## config.mk

```make
export PLATFORM = sky130hd
export DESIGN_NAME = fpu_op_sequencer
export DESIGN_NICKNAME = d
export VERILOG_FILES = /design/src/rtl/fpu_pkg.sv /design/src/rtl/fpu_lat_counter.sv /design/src/rtl/fpu_op_sequencer.sv
export SDC_FILE = /design/constraint.sdc
export NUM_CORES = 1
export LEC_CHECK = 0
export ABC_AREA = 0
export CAP_MARGIN = 20
export CORE_MARGIN = 2
export CORE_UTILIZATION = 50
export DETAILED_ROUTE_END_ITERATION = 12
export DONT_BUFFER_PORTS = 1
export PLACE_DENSITY = 0.68
export SLEW_MARGIN = 20
export SYNTH_ARGS = -nofsm -noshare
export SYNTH_HDL_FRONTEND = slang
export SYNTH_SLANG_ARGS = --single-unit
```

## constraint.sdc

```tcl
create_clock -name clk -period 2.9 [get_ports clk]
set_input_delay 0.87 -clock clk [delete_from_list [all_inputs] [get_ports clk]]
set_output_delay 0.87 -clock clk [all_outputs]
set_load 0.02 [all_outputs]
```

## src/rtl/fpu_pkg.sv

```systemverilog
// Shared opcodes, sequencer state encoding and latency lookup for the FPU front end.
package fpu_pkg;

    localparam int unsigned DATA_W = 32;
    localparam int unsigned OP_W   = 4;
    localparam int unsigned CNT_W  = 4;

    localparam logic [OP_W-1:0] OP_ADD  = 4'h0;
    localparam logic [OP_W-1:0] OP_SUB  = 4'h1;
    localparam logic [OP_W-1:0] OP_MUL  = 4'h2;
    localparam logic [OP_W-1:0] OP_DIV  = 4'h3;
    localparam logic [OP_W-1:0] OP_AND  = 4'h4;
    localparam logic [OP_W-1:0] OP_OR   = 4'h5;
    localparam logic [OP_W-1:0] OP_XOR  = 4'h6;
    localparam logic [OP_W-1:0] OP_NOT  = 4'h7;
    localparam logic [OP_W-1:0] OP_NONE = 4'hF;

    typedef enum logic [1:0] {
        IDLE = 2'd0,
        EXEC = 2'd1,
        DONE = 2'd2
    } seq_state_e;

    // Opcodes 0..7 map onto an execution unit; everything above is rejected.
    function automatic logic op_supported(input logic [OP_W-1:0] op);
        return (op[OP_W-1] == 1'b0);
    endfunction

    // Latency of the unit selected by op; module parameters are passed in.
    function automatic logic [CNT_W-1:0] lat_of(
        input logic [OP_W-1:0]  op,
        input logic [CNT_W-1:0] addsub_lat,
        input logic [CNT_W-1:0] mul_lat,
        input logic [CNT_W-1:0] div_lat,
        input logic [CNT_W-1:0] logic_lat
    );
        case (op)
            OP_ADD, OP_SUB: return addsub_lat;
            OP_MUL:         return mul_lat;
            OP_DIV:         return div_lat;
            default:        return logic_lat;
        endcase
    endfunction

endpackage

```

## src/rtl/fpu_lat_counter.sv

```systemverilog
// Loadable down-counter that times how long a unit is held selected.
module fpu_lat_counter
    import fpu_pkg::*;
(
    input  logic             clk,
    input  logic             rst,
    input  logic             load_i,
    input  logic [CNT_W-1:0] load_val_i,
    input  logic             dec_i,
    output logic             zero_o
);

    logic [CNT_W-1:0] cnt_q;
    logic [CNT_W-1:0] cnt_d;

    // Load has priority; decrement saturates at zero.
    always_comb begin
        cnt_d = cnt_q;
        if (load_i) begin
            cnt_d = load_val_i;
        end else if (dec_i && (cnt_q != '0)) begin
            cnt_d = cnt_q - CNT_W'(1);
        end
    end

    // Counter register.
    always_ff @(posedge clk) begin
        if (rst) begin
            cnt_q <= '0;
        end else begin
            cnt_q <= cnt_d;
        end
    end

    assign zero_o = (cnt_q == '0);

endmodule

```

## src/rtl/fpu_op_sequencer.sv

```systemverilog
// Single-issue sequencer: issues one op to the shared unit bus, waits its latency, returns the result.
module fpu_op_sequencer
    import fpu_pkg::*;
#(
    parameter int unsigned ADDSUB_LAT = 3,
    parameter int unsigned MUL_LAT    = 4,
    parameter int unsigned DIV_LAT    = 8,
    parameter int unsigned LOGIC_LAT  = 1
) (
    input  logic              clk,
    input  logic              rst,
    input  logic              in_valid,
    output logic              in_ready,
    input  logic [DATA_W-1:0] in_a,
    input  logic [DATA_W-1:0] in_b,
    input  logic [OP_W-1:0]   in_op,
    output logic [DATA_W-1:0] unit_a,
    output logic [DATA_W-1:0] unit_b,
    output logic [OP_W-1:0]   unit_op,
    input  logic [DATA_W-1:0] unit_result,
    output logic              out_valid,
    input  logic              out_ready,
    output logic [DATA_W-1:0] out_result,
    output logic [OP_W-1:0]   out_op,
    output logic              out_err,
    output logic              busy
);

    seq_state_e        state_q, state_d;
    logic [DATA_W-1:0] a_q, a_d;
    logic [DATA_W-1:0] b_q, b_d;
    logic [OP_W-1:0]   op_q, op_d;
    logic [OP_W-1:0]   unit_op_q, unit_op_d;
    logic [DATA_W-1:0] res_q, res_d;
    logic [OP_W-1:0]   out_op_q, out_op_d;
    logic              err_q, err_d;
    logic              out_valid_q, out_valid_d;
    logic              busy_q, busy_d;

    logic              cnt_load;
    logic [CNT_W-1:0]  cnt_load_val;
    logic              cnt_dec;
    logic              cnt_zero;

    fpu_lat_counter u_lat_counter (
        .clk        (clk),
        .rst        (rst),
        .load_i     (cnt_load),
        .load_val_i (cnt_load_val),
        .dec_i      (cnt_dec),
        .zero_o     (cnt_zero)
    );

    assign in_ready = (state_q == IDLE) && !rst;

    // Next-state and datapath update; unit_op is only ever non-idle while in EXEC.
    always_comb begin
        state_d      = state_q;
        a_d          = a_q;
        b_d          = b_q;
        op_d         = op_q;
        unit_op_d    = unit_op_q;
        res_d        = res_q;
        out_op_d     = out_op_q;
        err_d        = err_q;
        out_valid_d  = out_valid_q;
        busy_d       = busy_q;
        cnt_load     = 1'b0;
        cnt_load_val = lat_of(in_op, CNT_W'(ADDSUB_LAT), CNT_W'(MUL_LAT),
                              CNT_W'(DIV_LAT), CNT_W'(LOGIC_LAT)) - CNT_W'(1);
        cnt_dec      = 1'b0;

        case (state_q)
            IDLE: begin
                if (in_valid && in_ready) begin
                    a_d    = in_a;
                    b_d    = in_b;
                    op_d   = in_op;
                    busy_d = 1'b1;
                    if (op_supported(in_op)) begin
                        cnt_load  = 1'b1;
                        unit_op_d = in_op;
                        state_d   = EXEC;
                    end else begin
                        res_d       = '0;
                        out_op_d    = in_op;
                        err_d       = 1'b1;
                        out_valid_d = 1'b1;
                        state_d     = DONE;
                    end
                end
            end
            EXEC: begin
                cnt_dec = 1'b1;
                if (cnt_zero) begin
                    res_d       = unit_result;
                    out_op_d    = op_q;
                    err_d       = 1'b0;
                    out_valid_d = 1'b1;
                    unit_op_d   = OP_NONE;
                    state_d     = DONE;
                end
            end
            DONE: begin
                if (out_ready) begin
                    out_valid_d = 1'b0;
                    busy_d      = 1'b0;
                    state_d     = IDLE;
                end
            end
            default: begin
                unit_op_d   = OP_NONE;
                out_valid_d = 1'b0;
                busy_d      = 1'b0;
                state_d     = IDLE;
            end
        endcase
    end

    // State and datapath registers with synchronous reset.
    always_ff @(posedge clk) begin
        if (rst) begin
            state_q     <= IDLE;
            a_q         <= '0;
            b_q         <= '0;
            op_q        <= '0;
            unit_op_q   <= OP_NONE;
            res_q       <= '0;
            out_op_q    <= '0;
            err_q       <= 1'b0;
            out_valid_q <= 1'b0;
            busy_q      <= 1'b0;
        end else begin
            state_q     <= state_d;
            a_q         <= a_d;
            b_q         <= b_d;
            op_q        <= op_d;
            unit_op_q   <= unit_op_d;
            res_q       <= res_d;
            out_op_q    <= out_op_d;
            err_q       <= err_d;
            out_valid_q <= out_valid_d;
            busy_q      <= busy_d;
        end
    end

    assign unit_a     = a_q;
    assign unit_b     = b_q;
    assign unit_op    = unit_op_q;
    assign out_valid  = out_valid_q;
    assign out_result = res_q;
    assign out_op     = out_op_q;
    assign out_err    = err_q;
    assign busy       = busy_q;

endmodule

```

Word level (Yosys, flattened, before mapping)
Index checks and enable logic that the tools add are counted.

operators by class
  $add $sub $neg = 2
  multiply operators = 0
  divide/modulo/power cells = 0
  order comparisons = 0
  eq/ne operators = 10
  shifts and indexed selects = 0
  muxes and demuxes = 33
  bitwise gates (word level) = 2
  reduce and logical (&&, ||, !) cells = 17

operators with widths
  cell                 count
  $mux 32              3
  $pmux 32 s2          1
  $mux 4               8
  $pmux 4 s3           2
  $reduce_and 4->1     3
  $mux 1               10
  $eq 4x2->1 const B   2
  $logic_not 4->1      2
  $mux 2               4
  $ne 2x2->1 const B   4
  $pmux 4 s2           1
  $sub 4x1->4 const B  2
  $pmux 1 s3           2
  $pmux 2 s3           1
  $reduce_and 3->1     2
  $eq 4x1->1 const B   1
  $reduce_bool 2->1    2
  $reduce_bool 4->1    1
  $logic_and 1x1->1    3
  $eq 2x1->1 const B   1
  $eq 2x2->1 const B   1
  $logic_not 2->1      1
  $ne 2x1->1 const B   1
  $not 1->1            2
  other kinds (4)      4

word-level totals
  register bits after elaboration = 117
  latch bits = 0
  bits in writable memories = 0
  memory bits (read-only) = 0
  input port bits = 104
  output and inout bits = 108
  word-level logic and storage cells = 75
  memories = 0

Depth between registers and ports, before layout
  depth after elaboration = 6
  depth in mapped cells = 11
  mapped depth without buffers = 9

Modules after synthesis
A second synthesis with hierarchy kept.

second synthesis, totals
  cell total of the unflattened synthesis = 469
  area total of the unflattened synthesis = 4260.3 sq um

by module, submodules not included
  module            instances  cells an instance  area an instance (sq um)  sequential area each (sq um)
  fpu_op_sequencer  1          440                3997.6                    2262.2
  fpu_lat_counter   1          29                 262.8                     80.1

Worst setup path after synthesis
No wires, ideal clock.

  kind = input to output
  start = input port rst
  end = output port in_ready
  arrival time = 1.860 ns
  data required time = 2.030 ns
  setup slack = 0.170 ns
  cell stages on the path = 4
  buffers on the path = 3
  cells stage by stage = clkbuf_1 -> clkbuf_8 -> clkbuf_1 -> nor3_1

on the way
  longest elaborated chain between the ends = 2

RTL lines
  element             line                    source
  start: declaration  fpu_op_sequencer.sv:11  input logic rst,
  $logic_not 1->1     fpu_op_sequencer.sv:54  assign in_ready = (state_q == IDLE) && !rst;
  $logic_and 1x1->1   fpu_op_sequencer.sv:54
  end: declaration    fpu_op_sequencer.sv:13  output logic in_ready,

Every way passes these cells.

Worst setup path after layout
  start = register state_q[1]
  end = output port in_ready

on the way
  longest elaborated chain between the ends = 2

RTL lines
  element                   line                     source
  start: declaration        fpu_op_sequencer.sv:29   seq_state_e state_q, state_d;
  start signal: assignment  fpu_op_sequencer.sv:134  state_q <= state_d;
  $logic_not 2->1           fpu_op_sequencer.sv:54
  $logic_and 1x1->1         fpu_op_sequencer.sv:54

Every way passes these cells.

==> impl_metrics.yaml <==
layout:
  nNetsFinal: 595
  post_layout_nonfiller_instances: 611
  antennaDiodeCount: 0
  fillerInstances: 793
  syn2layout_area_growth_pct: 12.0
  multiInputGateArea_um2: 2000
  regArea_um2: 2340
  post-route-util_pct: 58.1
  drive_gt1_share_pct: 13.3
pwr:
  ir_worst_vdd_mv: 0.468
  p_leak_nw: 1.83
  cellPowerDensity_nw_per_um2: 817
critical_path:
  crit_chain: "nor3_1 > buf_4"
  startpoint_type: "flip-flop"
  worstPathRequired_ps: 2030
  crit_path_top_delay_cell: "dfxtp_1"
  ff2ff_path_depth: 9
  r2r_slack_ps: 590
  path_class: "reg2out"
  critPathArrivalTime_ps: 1470
  worstSetupEndpointType: "output port"
  r2r-end: "u_lat_counter.cnt_q[2]"
  critPathMaxFanout: 15
  cpPeakStageDelay_ps: 670
  worstReg2RegStart: "state_q[1]"
sta:
  worst_slew_pin_slew_ps: 755
  period_share_pct: 80.9
  rsz0062_at_grt: "false"
  finalWorstSetupSlack_ps: 555
  max_freq_ghz: 0.426
  setup_violations: 0
  hold_viol_final: 0
  drv_slew: 0
  skew_ps: 9.88
  slew_headroom_pct: 49.7
  setup_tns_ps: 0
  finalWorstPathRequiredPeriod_ps: 2340
global_route:
  globalRouteOverflowTotal: 0
  grt_max_degree: 123
  antenna_found_initial: 0
  grt_pass1_vias: 3145
  grt_pass1_wl_um: 14900
  grtUsageTotal_pct: 18.7
worst_hold_path:
  hold_class: "in2reg"
  holdCritStartpoint: "rst"
  min_path_cells: 1
  hold_path_end: "busy"
synthesis:
  yosys-mux-area-fraction_pct: 0.876
  synth-simple-area-share_pct: 22.9
  synth_top_flop_cell: "dfxtp_1"
  syn-num-nets: 609
  synth_cell_type_count: 39
  syn-cell-area_um2: 4570
  avgSynthCellArea_um2: 9.07
  yosys.area_share.xor_xnor_pct: 0.192
  yosys_warnings: 0
  netlist_instances: 504
  synth_top_family_by_area: "simple AND/OR/NAND/NOR gates"
  yosysSeqAreaShare_pct: 51.2
  synth_compound_area_share_pct: 19.5
  synth_fa_ha_area_share_pct: 0.274
  ys_async_sr_fraction_pct: 0
  synth_edf_count: 0
  yosys_register_bits: 117
floorplan:
  coreArea_um2: 8810
  boundaryPins: 212
  die_width_um: 99.6
  initial_core_util_pct: 51.9
  core.rowCount: 34
  die_h_um: 99.6
  die-area_um2: 9930
drt:
  vias: 3350
  drc_errors: 0
  postRouteAntennaNets: 0
  wire_per_inst_um: 15.9
  drt-total-wl_um: 9700
  drtIter0Drc: 109
  dr.pass1.iters: 4
  vias_per_cell: 5.48
clocking:
  cts_setup_buffers: 0
  root_buffer: "clkbuf_8"
  cts_tree: "built"
  clkTransAtPathRegs_ps: 60
  cts_buffers: 17
  cts_sinks: 117
  htreeDepth: 4
  clockBufferDepth: 2
  clk_latency_ps: 490
  cts.repair.resized: 0
  postCtsHoldBufs: 0
placement:
  place_hpwl_um: 6570
  port_buffers: 0
  post-place-ws_ps: 372
  place_congestion: 0.809
  post-place-cells: 579
run_status:
  outcome: "finished clean"
run:
  cap_violations: 0
==> through the flow <==
stage | instance area [µm²] | total power, mW | hold slack, ps
floorplan | 4570 | 2.17 | 448
global placement | 4540 | 2.20 | 460
detailed placement | 4540 | 2.21 | 476
CTS | 5120 | 4.25 | 416
global route | 5120 | 4.36 | 410
finish | 5120 | 4.18 | 448
==> metal layers <==
layer / vias up / share of wire, % / GRT usage [%]
met4: 0 / 1.2 / 8.01
met1: 1524 / 41 / 21.6
met2: 145 / 48 / 30.3
li1: 1672 / - / -
met5: - / 0 / 0
met3: 9 / 9.8 / 8.36
==> report_power, final <==
part / internal (mW) / switching, mW
clock network: 1.31 / 0.702
logic: 0.106 / 0.138
registers: 1.72 / 0.208
total: 3.13 / 1.05
==> cell type report <==
| cell class | count | area share (%) |
|---|---|---|
| Clock inverter | 12 | 3.03 |
| Timing Repair Buffer | 7 | 1.03 |
| Clock buffer | 20 | 8.31 |
| Sequential cell | 117 | 45.8 |
| Tap cell | 108 | 2.64 |
| Multi-Input combinational cell | 344 | 39.0 |
| Inverter | 3 | 0.220 |
==> flip-flops by register name (all words and copies together), names as in the netlist <==
name                 count
out_result              32
unit_a                  32
unit_b                  32
op_q                     4
out_op                   4
u_lat_counter.cnt_q      4
unit_op                  4
state_q                  2
busy                     1
out_err                  1
out_valid                1
==> cells in the mapped netlist (2+ instances only) <==
cell | count | area, µm²
nor2b_1 | 3 | 18.8
a21oi_1 | 10 | 50.1
dfxtp_1 | 117 | 2340
nor4b_1 | 2 | 17.5
clkbuf_8 | 3 | 41.3
buf_2 | 8 | 40.0
inv_1 | 3 | 11.3
o21ai_0 | 70 | 350
clkbuf_1 | 23 | 86.3
a211oi_1 | 4 | 30.0
a22oi_2 | 26 | 325
a22oi_1 | 7 | 52.6
nor3_1 | 9 | 45.0
nand2_1 | 68 | 255
nand3b_1 | 2 | 15.0
buf_6 | 4 | 45.0
clkbuf_2 | 2 | 10.0
nor2_1 | 51 | 191
mux2i_1 | 4 | 40.0
nand2b_1 | 69 | 432
==> cells in the final DEF (no fill, tap or decap), types with 9 or more instances in the layout <==
master     count
nand2b_1      69
a21oi_1       10
dfxtp_1      117
o21ai_0       70
nand2_1       68
nor3_1         9
a22oi_2       26
nor2_1        51
clkbuf_16     16
==> how the worst max path moves through the flow <==
| stage | start | to | slack, ps |
|---|---|---|---|
| final | state_q[1] | in_ready | 560 |
| after floorplan | rst | in_ready | 170 |
| after CTS | state_q[1] | in_ready | 530 |
| after global routing | state_q[1] | u_lat_counter.cnt_q[2] | 420 |
| after global placement | rst | u_lat_counter.cnt_q[2] | 540 |
| after detailed placement | rst | u_lat_counter.cnt_q[2] | 370 |
==> cells by family after synthesis <==
| group | Yosys count |
|---|---|
| AO/OA/AOI/OAI | 126 |
| XOR/XNOR | 1 |
| adder cells (fa/ha/maj) | 1 |
| buffers and inverters | 43 |
| flip-flops | 117 |
| multiplexers | 4 |
| AND/OR/NAND/NOR | 212 |
==> critical path: cells and delay by family (launching register included) <==
kind                   cells  cell delay (ps)
flip-flops                 1              670
AND/OR/NAND/NOR            1              120
buffers and inverters      1              180
(Power assumes the default switching activity.)
